## src/rtl/mem_arbiter.sv

```systemverilog
// mem_arbiter: two-master, one-slave arbiter for the PicoRV32 native memory bus.
// Ports: clk, reset_n; m0_* (loader) and m1_* (cpu) request/response;
//   s_* slave request/response; grant (one-hot owner); timeout_err (abort pulse).
// Optional: define MEM_ARB_ROUND_ROBIN_EN for round-robin tie break;
//   default build uses fixed priority with m0 winning ties.
// TIMEOUT = 0 disables the watchdog.
module mem_arbiter #(
  parameter int unsigned TIMEOUT   = 255,
  parameter logic [31:0] ERR_RDATA = 32'hFFFF_FFFF
) (
  input  logic        clk,
  input  logic        reset_n,
  input  logic        m0_mem_valid,
  input  logic        m0_mem_instr,
  input  logic [31:0] m0_mem_addr,
  input  logic [31:0] m0_mem_wdata,
  input  logic [3:0]  m0_mem_wstrb,
  output logic        m0_mem_ready,
  output logic [31:0] m0_mem_rdata,
  input  logic        m1_mem_valid,
  input  logic        m1_mem_instr,
  input  logic [31:0] m1_mem_addr,
  input  logic [31:0] m1_mem_wdata,
  input  logic [3:0]  m1_mem_wstrb,
  output logic        m1_mem_ready,
  output logic [31:0] m1_mem_rdata,
  output logic        s_mem_valid,
  output logic        s_mem_instr,
  output logic [31:0] s_mem_addr,
  output logic [31:0] s_mem_wdata,
  output logic [3:0]  s_mem_wstrb,
  input  logic        s_mem_ready,
  input  logic [31:0] s_mem_rdata,
  output logic [1:0]  grant,
  output logic        timeout_err
);

  localparam int unsigned WW =
    (TIMEOUT < 1) ? 1 : $clog2(TIMEOUT + 1);
  localparam logic [WW-1:0] WLIM =
    (TIMEOUT < 1) ? '0 : WW'(TIMEOUT - 1);
  localparam bit WDOG_ON = (TIMEOUT != 0);

  typedef enum logic [1:0] {
    IDLE,
    GRANT,
    ABORT
  } state_t;

  state_t        state_q, state_d;
  logic          owner_q, owner_d;
  logic          last_q, last_d;
  logic [WW-1:0] wdog_q, wdog_d;

  logic own_valid;
  logic tie_pick;
  logic pick;
  logic in_grant;
  logic in_abort;

  // owner encoding: 0 = m0, 1 = m1
  assign own_valid = owner_q ? m1_mem_valid : m0_mem_valid;

`ifdef MEM_ARB_ROUND_ROBIN_EN
  assign tie_pick = ~last_q;
`else
  assign tie_pick = 1'b0;
`endif

  assign pick = (m0_mem_valid & m1_mem_valid) ? tie_pick : m1_mem_valid;

  assign in_grant = (state_q == GRANT);
  assign in_abort = (state_q == ABORT);

  always_ff @(posedge clk or negedge reset_n) begin
    if (!reset_n) begin
      state_q <= IDLE;
      owner_q <= 1'b0;
      last_q  <= 1'b1;
      wdog_q  <= '0;
    end else begin
      state_q <= state_d;
      owner_q <= owner_d;
      last_q  <= last_d;
      wdog_q  <= wdog_d;
    end
  end

  always_comb begin
    state_d = state_q;
    owner_d = owner_q;
    last_d  = last_q;
    wdog_d  = wdog_q;
    unique case (state_q)
      IDLE: begin
        if (m0_mem_valid | m1_mem_valid) begin
          owner_d = pick;
          state_d = GRANT;
          wdog_d  = '0;
        end
      end
      GRANT: begin
        if (!own_valid) begin
          // owner withdrew: release without a ready
          state_d = IDLE;
          wdog_d  = '0;
        end else if (s_mem_ready) begin
          state_d = IDLE;
          last_d  = owner_q;
          wdog_d  = '0;
        end else if (WDOG_ON && (wdog_q == WLIM)) begin
          state_d = ABORT;
          wdog_d  = '0;
        end else if (WDOG_ON) begin
          wdog_d = wdog_q + 1'b1;
        end
      end
      ABORT: begin
        state_d = IDLE;
        last_d  = owner_q;
      end
      default: begin
        state_d = IDLE;
      end
    endcase
  end

  always_comb begin
    s_mem_valid  = 1'b0;
    s_mem_instr  = 1'b0;
    s_mem_addr   = '0;
    s_mem_wdata  = '0;
    s_mem_wstrb  = '0;
    m0_mem_ready = 1'b0;
    m1_mem_ready = 1'b0;
    m0_mem_rdata = '0;
    m1_mem_rdata = '0;
    grant        = 2'b00;
    timeout_err  = 1'b0;
    unique case (1'b1)
      in_grant: begin
        grant        = owner_q ? 2'b10 : 2'b01;
        s_mem_valid  = own_valid;
        s_mem_instr  = owner_q ? m1_mem_instr : m0_mem_instr;
        s_mem_addr   = owner_q ? m1_mem_addr  : m0_mem_addr;
        s_mem_wdata  = owner_q ? m1_mem_wdata : m0_mem_wdata;
        s_mem_wstrb  = owner_q ? m1_mem_wstrb : m0_mem_wstrb;
        m0_mem_ready = ~owner_q & s_mem_ready;
        m1_mem_ready =  owner_q & s_mem_ready;
        m0_mem_rdata = s_mem_rdata;
        m1_mem_rdata = s_mem_rdata;
      end
      in_abort: begin
        grant        = owner_q ? 2'b10 : 2'b01;
        timeout_err  = 1'b1;
        m0_mem_ready = ~owner_q;
        m1_mem_ready =  owner_q;
        m0_mem_rdata = owner_q ? 32'h0 : ERR_RDATA;
        m1_mem_rdata = owner_q ? ERR_RDATA : 32'h0;
      end
      default: begin
      end
    endcase
  end

endmodule
```

## config.mk

```make
export PLATFORM = sky130hd
export DESIGN_NAME = mem_arbiter
export DESIGN_NICKNAME = d
export VERILOG_FILES = /design/src/rtl/mem_arbiter.sv
export SDC_FILE = /design/constraint.sdc
export NUM_CORES = 1
export LEC_CHECK = 0
export BUFFER_PORTS_ARGS = -buffer_cell sky130_fd_sc_hd__buf_2
export CORE_AREA = 2 2 122 124
export CTS_CLUSTER_DIAMETER = 30
export DETAILED_ROUTE_END_ITERATION = 8
export DIE_AREA = 0 0 124 126
export PLACE_DENSITY = 0.57
export SLEW_MARGIN = 20
export SYNTH_ARGS = -nofsm -noshare
export SYNTH_HDL_FRONTEND = slang
export SYNTH_SLANG_ARGS = --single-unit
```

## constraint.sdc

```tcl
create_clock -name clk -period 2.4 [get_ports clk]
set_input_delay 0 -clock clk [delete_from_list [all_inputs] [get_ports clk]]
set_output_delay 0 -clock clk [all_outputs]
set_load 0.005 [all_outputs]
```

## Yosys cells after proc, flatten, opt, wreduce, memory -nomap -nowiden

Cells that the tools add are included.

- Register bits after elaboration: 11
- Input port bits: 175
- Output and inout port bits: 139

- Add/sub/neg operators: 1
- Equality and inequality tests: 5
- Mux-type cells: 30
- Bitwise gates (word level): 5
- Reductions and logical operators: 6

Operators by type and width:

| cell | count |
|---|---|
| 2-to-1 mux 32 bit | 6 |
| case mux 32 bit (2 select lines) | 2 |
| 2-to-1 mux 8 bit | 4 |
| case mux 8 bit (2 select lines) | 1 |
| 2-to-1 mux 2 bit | 6 |
| adder 8 x 1 -> 8 bit, second input constant | 1 |
| equality test 8 bit, second input constant | 1 |
| 2-to-1 mux 4 bit | 2 |
| 2-to-1 mux 1 bit | 6 |
| AND reduction 2 bit | 3 |
| inequality test 4 x 3 -> 1 bit, second input constant | 1 |
| case mux 1 bit (2 select lines) | 2 |
| case mux 2 bit (2 select lines) | 1 |
| bitwise AND 1 bit | 3 |
| equality test 2 x 1 -> 1 bit, second input constant | 1 |
| equality test 2 bit, second input constant | 1 |
| zero test 2 bit | 1 |
| inequality test 2 bit, second input constant | 1 |
| nonzero test 2 bit | 1 |
| OR reduction 2 bit | 1 |
| inverter 1 bit | 1 |
| OR 1 bit | 1 |

## Longest topological paths before layout

Gate-level depths: netlist (run 1).

- Depth after elaboration: 5
- Mapped depth: 7
- Depth with buffers taken out: 6

## Worst setup path before layout (run 1)

No wires, ideal clock.

- Kind: reg-to-reg
- Start point: register state_q[0]
- End point: register wdog_q[2]
- Setup time: 0.126 ns
- Arrival: 1.393 ns
- Data required time: 2.274 ns
- Setup slack: 0.881 ns
- Stages on the path, launching flop included: 7
- Period minus slack after synthesis: 1.519 ns
- Cell sequence: dfrtp_1 inv_1 ha_1 nor3b_4 or2_2 a21oi_2 nor2_1

- Word-level cells in the longest chain between the ends: 3
- Elaborated cells on any way between the ends: 6

RTL lines:

| item | RTL line | text |
|---|---|---|
| start: declaration | 50 | `state_t state_q, state_d;` |
| start signal: assignment | 82 | `state_q <= state_d;` |
| zero test 2 bit or equality test 2 x 1 -> 1 bit (tied branches) | - |  |
| inequality test 2 bit (no line) or nonzero test 2 bit (tied branches) | - |  |
| AND reduction 2 bit (no line) | - |  |
| end signal: assignment | 85 | `wdog_q <= wdog_d;` |
| end: declaration | 53 | `logic [WW-1:0] wdog_q, wdog_d;` |

Several ways; a longest one is shown, not always the timed one.
A chain may end at the register's enable or synchronous reset.

## Final worst setup path (run 1)

- Start point: register state_q[1]
- End point: output port m1_mem_rdata[27]

- Word-level cells in the longest chain between the ends: 2
- Elaborated cells on any way between the ends: 3

RTL lines:

| item | RTL line | text |
|---|---|---|
| equality test 2 bit or equality test 2 x 1 -> 1 bit (tied branches) | - |  |
| case mux 32 bit (2 select lines) * | 140 | `unique case (1'b1)` |
| end: declaration | 26 | `output logic [31:0] m1_mem_rdata,` |

Every way passes the cells marked *; elsewhere a longest branch is shown, timed or not.

==> impl_results.html, run 1 <==
<table>
<tr><th>Metric</th><th>Value</th></tr>
<tr><th colspan="2">Status</th></tr>
<tr><td>Result of the run</td><td>completed</td></tr>
<tr><th colspan="2">Timing</th></tr>
<tr><td>Fmax achieved</td><td>506 MHz</td></tr>
<tr><td>Period minus WS final</td><td>1980 ps</td></tr>
<tr><td>Sum of negative setup slack</td><td>0 ps</td></tr>
<tr><td>Final hold violation count</td><td>0</td></tr>
<tr><td>Clk_skew</td><td>7.12 ps</td></tr>
<tr><td>Unrepaired setup endpoints after global routing</td><td>no</td></tr>
<tr><td>Pins Over Slew Limit</td><td>0</td></tr>
<tr><td>Slew at the pin closest to its max-slew limit</td><td>698 ps</td></tr>
<tr><td>Slew Limit Headroom</td><td>53.4%</td></tr>
<tr><td>Setup-violating endpoint count in the final report</td><td>0</td></tr>
<tr><td>Crit share post-route</td><td>82.4%</td></tr>
<tr><th colspan="2">Place</th></tr>
<tr><td>I/O Buffers</td><td>313</td></tr>
<tr><td>Routability congestion estimate</td><td>0.739</td></tr>
<tr><td>HPWL after DPL</td><td>8540 microns</td></tr>
<tr><td>Instance area after placement</td><td>4280 sq um</td></tr>
<tr><td>Number of cells after detailed placement</td><td>807</td></tr>
<tr><th colspan="2">Drt</th></tr>
<tr><td>Number of iterations in the first detailed-routing pass</td><td>4</td></tr>
<tr><td>DR DRC count</td><td>0</td></tr>
<tr><td>Total routed wirelength</td><td>10400 microns</td></tr>
<tr><td>Detailed-route via count</td><td>3423</td></tr>
<tr><td>1st-iter DRT viols</td><td>47</td></tr>
<tr><td>Residual antenna-violating net count after detailed routing</td><td>0</td></tr>
<tr><td>Routed length per placed instance</td><td>12.8 microns</td></tr>
<tr><td>Vias per Instance</td><td>4.22</td></tr>
<tr><th colspan="2">Logic synthesis</th></tr>
<tr><td>Syn Inst Count</td><td>336</td></tr>
<tr><td>Part of the Yosys area used for sequential elements</td><td>10.7%</td></tr>
<tr><td>#FFs+latches synth</td><td>11</td></tr>
<tr><td>Synthesized cell area</td><td>2560 sq um</td></tr>
<tr><td>Distinct cell type count of the synthesized netlist</td><td>31</td></tr>
<tr><td>Synth Warn #</td><td>0</td></tr>
<tr><td>Post-Syn Area per Cell</td><td>7.63 sq um</td></tr>
<tr><td>Syn nets</td><td>516</td></tr>
<tr><th colspan="2">Clock tree</th></tr>
<tr><td>Number of buffers added for setup after CTS</td><td>0</td></tr>
<tr><td>Count of H-tree levels built during CTS</td><td>1</td></tr>
<tr><td>Clock tree sinks</td><td>11</td></tr>
<tr><td>Worst-path clk slew</td><td>50 ps</td></tr>
<tr><td>Post-CTS Hold Buffers</td><td>1</td></tr>
<tr><td>Maximum clock path buffer count</td><td>2</td></tr>
<tr><td>TritonCTS clock tree</td><td>yes</td></tr>
<tr><td>Later-pin clock latency in the skew report</td><td>250 ps</td></tr>
<tr><td>Resized Gates After CTS</td><td>0</td></tr>
<tr><td>CTS buffer count</td><td>3</td></tr>
<tr><td>Root Buffer</td><td>clkbuf_16</td></tr>
<tr><th colspan="2">Hold path</th></tr>
<tr><td>Worst hold start</td><td>m0_mem_valid</td></tr>
<tr><td>Worst hold path cell count</td><td>2</td></tr>
<tr><td>Endpoint, Worst Hold</td><td>owner_q$_DFFE_PN0P_</td></tr>
<tr><td>Type of the tightest min-delay check</td><td>input port to flip-flop</td></tr>
<tr><th colspan="2">Floorplan</th></tr>
<tr><td>Number of standard-cell rows in the floorplan</td><td>44</td></tr>
<tr><td>Total I/O pin count</td><td>314</td></tr>
<tr><td>Core area</td><td>14300 sq um</td></tr>
<tr><td>DIE HEIGHT</td><td>126 microns</td></tr>
<tr><td>Initial core utilization</td><td>17.9%</td></tr>
<tr><td>Die span in x</td><td>124 microns</td></tr>
<tr><td>Floorplan die area</td><td>15600 sq um</td></tr>
<tr><th colspan="2">Finish</th></tr>
<tr><td>Filler instances</td><td>1566</td></tr>
<tr><td>Number of nets at the end of the flow</td><td>809</td></tr>
<tr><td>Cell area after layout</td><td>4370 sq um</td></tr>
<tr><td>Diode count</td><td>0</td></tr>
<tr><td>Ratio of cells with drive above 1 in the final layout</td><td>52.7%</td></tr>
<tr><td>Top library cells by usage in the layout, fill and taps aside</td><td>buf_2, nor2b_1, mux2i_1, a21boi_0, nand2_1</td></tr>
<tr><td>Syn-to-layout area delta</td><td>70.4%</td></tr>
<tr><td>Most common cell after layout, fill and taps aside</td><td>buf_2</td></tr>
<tr><td>Post-route non-filler standard cell count</td><td>812</td></tr>
<tr><th colspan="2">Worst setup path</th></tr>
<tr><td>CP Class</td><td>flip-flop to output pin</td></tr>
<tr><td>Critical path required time</td><td>2400 ps</td></tr>
<tr><td>Worst reg-to-reg path cell count</td><td>6</td></tr>
<tr><td>Register-to-Register Setup Slack</td><td>690 ps</td></tr>
<tr><td>Critical Path Fanout Max</td><td>58</td></tr>
<tr><td>Element type at the critical path start</td><td>flip-flop</td></tr>
<tr><td>Critical path endpoint category</td><td>output pin</td></tr>
<tr><td>WP data arrival</td><td>1980 ps</td></tr>
<tr><td>End of the worst register-to-register path</td><td>wdog_q[7]$_DFFE_PN0P_</td></tr>
<tr><td>Reg-to-Reg Start</td><td>state_q[0]$_DFFE_PN0P_</td></tr>
<tr><th colspan="2">Power and ir drop</th></tr>
<tr><td>Internal power</td><td>2.30 mW</td></tr>
<tr><td>Sequential share of power</td><td>6.3%</td></tr>
<tr><td>Worst ir drop on vdd</td><td>0.000612 V</td></tr>
<tr><td>Overall power after layout</td><td>4.27 mW</td></tr>
<tr><td>Reported leakage power</td><td>2.47 nW</td></tr>
<tr><td>Switching Share</td><td>46.1%</td></tr>
<tr><td>Net switching power figure</td><td>1.97 mW</td></tr>
<tr><td>Combinational cell fraction of total power</td><td>86.2%</td></tr>
<tr><td>Power share of the clock group</td><td>7.4%</td></tr>
<tr><td>Power Dens Cells</td><td>977 nW/um^2</td></tr>
<tr><th colspan="2">GRT</th></tr>
<tr><td>Number of global-route vias before repair</td><td>3157</td></tr>
<tr><td>Antenna violations before repair</td><td>0</td></tr>
<tr><td>Congestion Overflow GR</td><td>0</td></tr>
<tr><td>Pin count of the biggest net entering global routing</td><td>67</td></tr>
<tr><td>Wire length of the first global-routing pass</td><td>14800 microns</td></tr>
<tr><td>Overall global routing resource usage</td><td>11.6%</td></tr>
<tr><th colspan="2">Job</th></tr>
<tr><td>Max capacitance violation total</td><td>0</td></tr>
</table>
==> registers in the layout, indices dropped and copies added, names as in the netlist <==
signal,count
owner_q,1
state_q,2
wdog_q,8
==> per-layer routing <==
metal	vias to the layer above	wire [microns]	part of all wire [%]	GRT usage, %
met5	-	0	0	0
met1	1491	3980	38	12.8
li1	1733	-	-	-
met4	0	98	0.94	2.51
met2	192	5370	51	23.0
met3	7	978	9.4	1.54
==> metrics by stage <==
step	utilization (%)	setup slack [ps]	hold WS (ps)
final	30.5	423	15.8
after global routing	30.5	246	44.2
after CTS	30.5	412	14.1
after detailed placement	29.9	672	-112
after global placement	29.9	684	-113
after floorplan	-	881	-296
==> worst max path at each step <==
stage                                      start               endpoint  slack (ps)
after floorplan           state_q[0]$_DFFE_PN0P_  wdog_q[2]$_DFFE_PN0P_         880
after global placement    state_q[1]$_DFFE_PN0P_       m1_mem_rdata[27]         680
after CTS                 state_q[1]$_DFFE_PN0P_       m1_mem_rdata[27]         410
after global routing      state_q[1]$_DFFE_PN0P_       m1_mem_rdata[27]         250
final                     state_q[1]$_DFFE_PN0P_       m1_mem_rdata[27]         420
after detailed placement  state_q[1]$_DFFE_PN0P_       m1_mem_rdata[27]         670
==> power groups by stage <==
| stage | logic, mW | registers [mW] | clock network (mW) |
|---|---|---|---|
| global route | 4.09 | 0.281 | 0.332 |
| CTS | 3.72 | 0.271 | 0.321 |
| floorplan | 2.37 | 0.247 | 0 |
| finish | 3.68 | 0.271 | 0.316 |
| global placement | 3.73 | 0.274 | 0 |
| detailed placement | 3.72 | 0.274 | 0 |
==> worst max-delay path, cell delays in order (launching register included) <==
cell and delay (ps):
dfrtp_1 390, inv_1 90, ha_2 210, buf_4 440, nand2_1 130, a21boi_0 280, buf_2 170
==> synth_stat cells <==
cell type | count | share of area [%]
nor4_1 | 1 | 0.24
a21oi_2 | 1 | 0.34
ha_1 | 5 | 2.4
nor3b_4 | 2 | 1.5
o2bb2ai_1 | 2 | 0.68
and2_1 | 1 | 0.24
dfrtp_1 | 11 | 11
buf_4 | 7 | 2.1
xnor2_1 | 6 | 2.1
nor3b_1 | 1 | 0.29
inv_1 | 3 | 0.44
and4_1 | 1 | 0.34
nand4_2 | 1 | 0.49
nand3_1 | 1 | 0.20
nor2b_1 | 73 | 18
nor3_1 | 2 | 0.39
nand2_1 | 37 | 5.4
nor2_1 | 8 | 1.2
a21boi_1 | 1 | 0.29
a21boi_0 | 63 | 18
or2_2 | 1 | 0.24
nor4_2 | 1 | 0.49
a21oi_1 | 6 | 1.2
nand2b_1 | 1 | 0.24
clkbuf_1 | 23 | 3.4
nand4_1 | 1 | 0.24
o22a_1 | 1 | 0.34
o21ai_1 | 1 | 0.20
o21ai_0 | 1 | 0.20
buf_2 | 3 | 0.59
mux2i_1 | 70 | 27
==> layout make-up <==
type	count	area, sq um	area share, %
multi-input combinational	289	2120	48.7
timing repair buffer	321	1640	37.6
sequential	11	279	6.39
tap	184	230	5.27
clock buffer	4	78.8	1.81
inverter	3	11.3	0.258
==> logic make-up after synthesis <==
logic type,count (synthesis),share of synthesized area (%)
AND/OR/NAND/NOR,132,29.3
AO/OA/AOI/OAI,76,21.7
multiplexers,70,27.3
buffers and inverters,36,6.44
flip-flops,11,10.7
XOR/XNOR,6,2.05
adder cells (fa/ha/maj),5,2.44
Note: power is estimated with default switching activity, not from simulation.
==> run 2: changes to the inputs <==
- CORE_AREA: 2 2 122 124 -> 2 2 121 123
- DIE_AREA: 0 0 124 126 -> 0 0 123 125
- PLACE_DENSITY: 0.57 -> 0.59
- clock period: 2.4 -> 1.8 ns (I/O delays scaled with it)
==> run 2 against run 1 <==
Critical path depth unchanged. Worst setup slack got worse by 350 ps. Hold slack improved by 21 ps. Clock power is 29% higher. First-iteration DRC count rose to 2.7 times the previous value. Register-to-register slack got worse by 530 ps. Total power up 52%. Via count rose by 3.2%. Largest cell class unchanged. Global-route usage rose by 1.9 points. Cell area up 4.9%. Critical path type unchanged. Clock skew decreased by 5.7 ps.
==> impl_results.html, run 2 (synthesis gave the netlist of run 1 again) <==
<table>
<tr><th>Metric</th><th>Value</th></tr>
<tr><th colspan="2">Worst setup path</th></tr>
<tr><td>Critical path endpoint category</td><td>output pin</td></tr>
<tr><td>WP data arrival</td><td>1730 ps</td></tr>
<tr><td>Element type at the critical path start</td><td>flip-flop</td></tr>
<tr><td>Cell-by-cell trace of the critical path</td><td>inv_1 -&gt; ha_4 -&gt; buf_12 -&gt; buf_4 -&gt; a21boi_0 -&gt; buf_2</td></tr>
<tr><td>Family with the most delay on the worst path</td><td>buffers and inverters</td></tr>
<tr><td>Critical path required time</td><td>1800 ps</td></tr>
<tr><td>Peak per-stage delay on the critical path</td><td>390 ps</td></tr>
<tr><td>CP Class</td><td>flip-flop to output pin</td></tr>
<tr><td>Worst path bufs/invs</td><td>4</td></tr>
<tr><td>Register-to-Register Setup Slack</td><td>160 ps</td></tr>
<tr><td>Critical Path Fanout Max</td><td>28</td></tr>
<tr><td>Critical-path cell with the highest stage delay</td><td>dfrtp_1</td></tr>
<tr><th colspan="2">Place</th></tr>
<tr><td>Placement-stage worst setup slack</td><td>107 ps</td></tr>
<tr><td>Routability congestion estimate</td><td>0.784</td></tr>
<tr><td>I/O Buffers</td><td>313</td></tr>
<tr><td>HPWL after DPL</td><td>9750 microns</td></tr>
<tr><td>Instance area after placement</td><td>4360 sq um</td></tr>
<tr><td>Number of cells after detailed placement</td><td>812</td></tr>
<tr><th colspan="2">GRT</th></tr>
<tr><td>Antenna violations before repair</td><td>0</td></tr>
<tr><td>Overall global routing resource usage</td><td>13.5%</td></tr>
<tr><td>Wire length of the first global-routing pass</td><td>16700 microns</td></tr>
<tr><td>Number of global-route vias before repair</td><td>3220</td></tr>
<tr><td>Pin count of the biggest net entering global routing</td><td>58</td></tr>
<tr><td>Congestion Overflow GR</td><td>0</td></tr>
<tr><th colspan="2">Timing</th></tr>
<tr><td>Period minus WS final</td><td>1730 ps</td></tr>
<tr><td>Fmax achieved</td><td>578 MHz</td></tr>
<tr><td>Final hold violation count</td><td>0</td></tr>
<tr><td>Setup-violating endpoint count in the final report</td><td>0</td></tr>
<tr><td>Slew Limit Headroom</td><td>74.8%</td></tr>
<tr><td>Pins Over Slew Limit</td><td>0</td></tr>
<tr><td>Fin worst setup slack</td><td>70.2 ps</td></tr>
<tr><td>Crit share post-route</td><td>96.1%</td></tr>
<tr><td>Slew at the pin closest to its max-slew limit</td><td>374 ps</td></tr>
<tr><td>Clk_skew</td><td>1.44 ps</td></tr>
<tr><th colspan="2">Finish</th></tr>
<tr><td>Filler instances</td><td>1557</td></tr>
<tr><td>Most common cell after layout, fill and taps aside</td><td>buf_2</td></tr>
<tr><td>Max reg flops</td><td>8</td></tr>
<tr><td>Register with the most flip-flops</td><td>wdog_q</td></tr>
<tr><td>Number of nets at the end of the flow</td><td>817</td></tr>
<tr><td>Cell area after layout</td><td>4580 sq um</td></tr>
<tr><td>Top Registers</td><td>wdog_q x8, state_q x2, owner_q x1</td></tr>
<tr><td>Core occupancy in the finished layout</td><td>32.2%</td></tr>
<tr><td>Post-route non-filler standard cell count</td><td>820</td></tr>
<tr><td>Syn-to-layout area delta</td><td>78.8%</td></tr>
<tr><td>Top library cells by usage in the layout, fill and taps aside</td><td>buf_2, nor2b_1, mux2i_1, a21boi_0, nand2_1</td></tr>
<tr><td>Diode count</td><td>0</td></tr>
<tr><td>Ratio of cells with drive above 1 in the final layout</td><td>53.6%</td></tr>
<tr><th colspan="2">Drt</th></tr>
<tr><td>Detailed-route via count</td><td>3534</td></tr>
<tr><td>Vias per Instance</td><td>4.31</td></tr>
<tr><td>Total routed wirelength</td><td>12400 microns</td></tr>
<tr><td>DR DRC count</td><td>0</td></tr>
<tr><td>1st-iter DRT viols</td><td>129</td></tr>
<tr><td>Number of iterations in the first detailed-routing pass</td><td>4</td></tr>
<tr><td>Routed length per placed instance</td><td>15.2 microns</td></tr>
<tr><td>Residual antenna-violating net count after detailed routing</td><td>0</td></tr>
<tr><th colspan="2">Floorplan</th></tr>
<tr><td>Total I/O pin count</td><td>314</td></tr>
<tr><td>Floorplan die area</td><td>15400 sq um</td></tr>
<tr><td>Core area</td><td>14200 sq um</td></tr>
<tr><td>Die span in x</td><td>123 microns</td></tr>
<tr><td>Number of standard-cell rows in the floorplan</td><td>44</td></tr>
<tr><td>DIE HEIGHT</td><td>125 microns</td></tr>
<tr><td>Initial core utilization</td><td>18.0%</td></tr>
<tr><th colspan="2">Clock tree</th></tr>
<tr><td>Maximum clock path buffer count</td><td>2</td></tr>
<tr><td>Root Buffer</td><td>clkbuf_16</td></tr>
<tr><td>Clock tree sinks</td><td>11</td></tr>
<tr><td>CTS buffer count</td><td>3</td></tr>
<tr><td>TritonCTS clock tree</td><td>yes</td></tr>
<tr><td>Later-pin clock latency in the skew report</td><td>240 ps</td></tr>
<tr><td>Count of H-tree levels built during CTS</td><td>1</td></tr>
<tr><td>Worst-path clk slew</td><td>40 ps</td></tr>
<tr><th colspan="2">Power and ir drop</th></tr>
<tr><td>Power Dens Cells</td><td>1420 nW/um^2</td></tr>
<tr><td>Worst ir drop on vdd</td><td>0.000869 V</td></tr>
<tr><td>Reported leakage power</td><td>2.57 nW</td></tr>
<tr><th colspan="2">Job</th></tr>
<tr><td>Max capacitance violation total</td><td>0</td></tr>
<tr><th colspan="2">Hold path</th></tr>
<tr><td>Type of the tightest min-delay check</td><td>input port to flip-flop</td></tr>
<tr><th colspan="2">Status</th></tr>
<tr><td>Result of the run</td><td>completed</td></tr>
</table>
## run 2: timing repair
action | 4_1_cts | 5_1_grt
endpoints found under the hold margin | 11 | 0
cloned | 0 | 3
hold buffers | 1 | 0
endpoints found under the setup margin | 2 | 40
buffers inserted | 0 | 0
gates resized for setup | 1 | 10
## run 2: path summary, 6_finish.rpt
| path | start | end | cells after the start |
|---|---|---|---|
| hold reg to reg | state_q[1]$_DFFE_PN0P_ | state_q[1]$_DFFE_PN0P_ | 1 |
| hold / removal | m0_mem_valid | owner_q$_DFFE_PN0P_ | 2 |
| setup / recovery | state_q[0]$_DFFE_PN0P_ | m0_mem_rdata[8] | 6 |
| min in group asynchronous | reset_n | wdog_q[0]$_DFFE_PN0P_ | 2 |
| setup reg to reg | state_q[0]$_DFFE_PN0P_ | wdog_q[6]$_DFFE_PN0P_ | 6 |
| max in group asynchronous | reset_n | owner_q$_DFFE_PN0P_ | 2 |
## run 2: power by group
part / switching, mW / internal, mW
clock network: 0.111 / 0.297
logic: 2.76 / 2.92
registers: 0.0915 / 0.303
## run 2: metal layers
| metal | routed length [microns] | track usage, % |
|---|---|---|
| met1 | 5190 | 17.8 |
| met2 | 6040 | 24.1 |
| met4 | 93 | 2.01 |
| met3 | 1110 | 1.28 |
| met5 | 0 | 0 |
## run 2: final cells by class
| class | instances | area (sq um) | area share (%) |
|---|---|---|---|
| Inverter | 3 | 11.3 | 0.246 |
| Tap cell | 184 | 230 | 5.03 |
| Sequential cell | 11 | 279 | 6.09 |
| Timing Repair Buffer | 329 | 1820 | 39.8 |
| Multi-Input combinational cell | 289 | 2160 | 47.1 |
| Clock buffer | 4 | 78.8 | 1.72 |
## run 2: through the flow
stage	total power, mW	setup TNS, ps	hold WS [ps]
2_1_floorplan	3.48	0	-296
3_3_place_gp	5.68	0	-119
3_5_place_dp	5.67	0	-118
4_1_cts	6.11	0	25.5
5_1_grt	7.01	-5.66	41.7
6_report	6.49	0	37.3
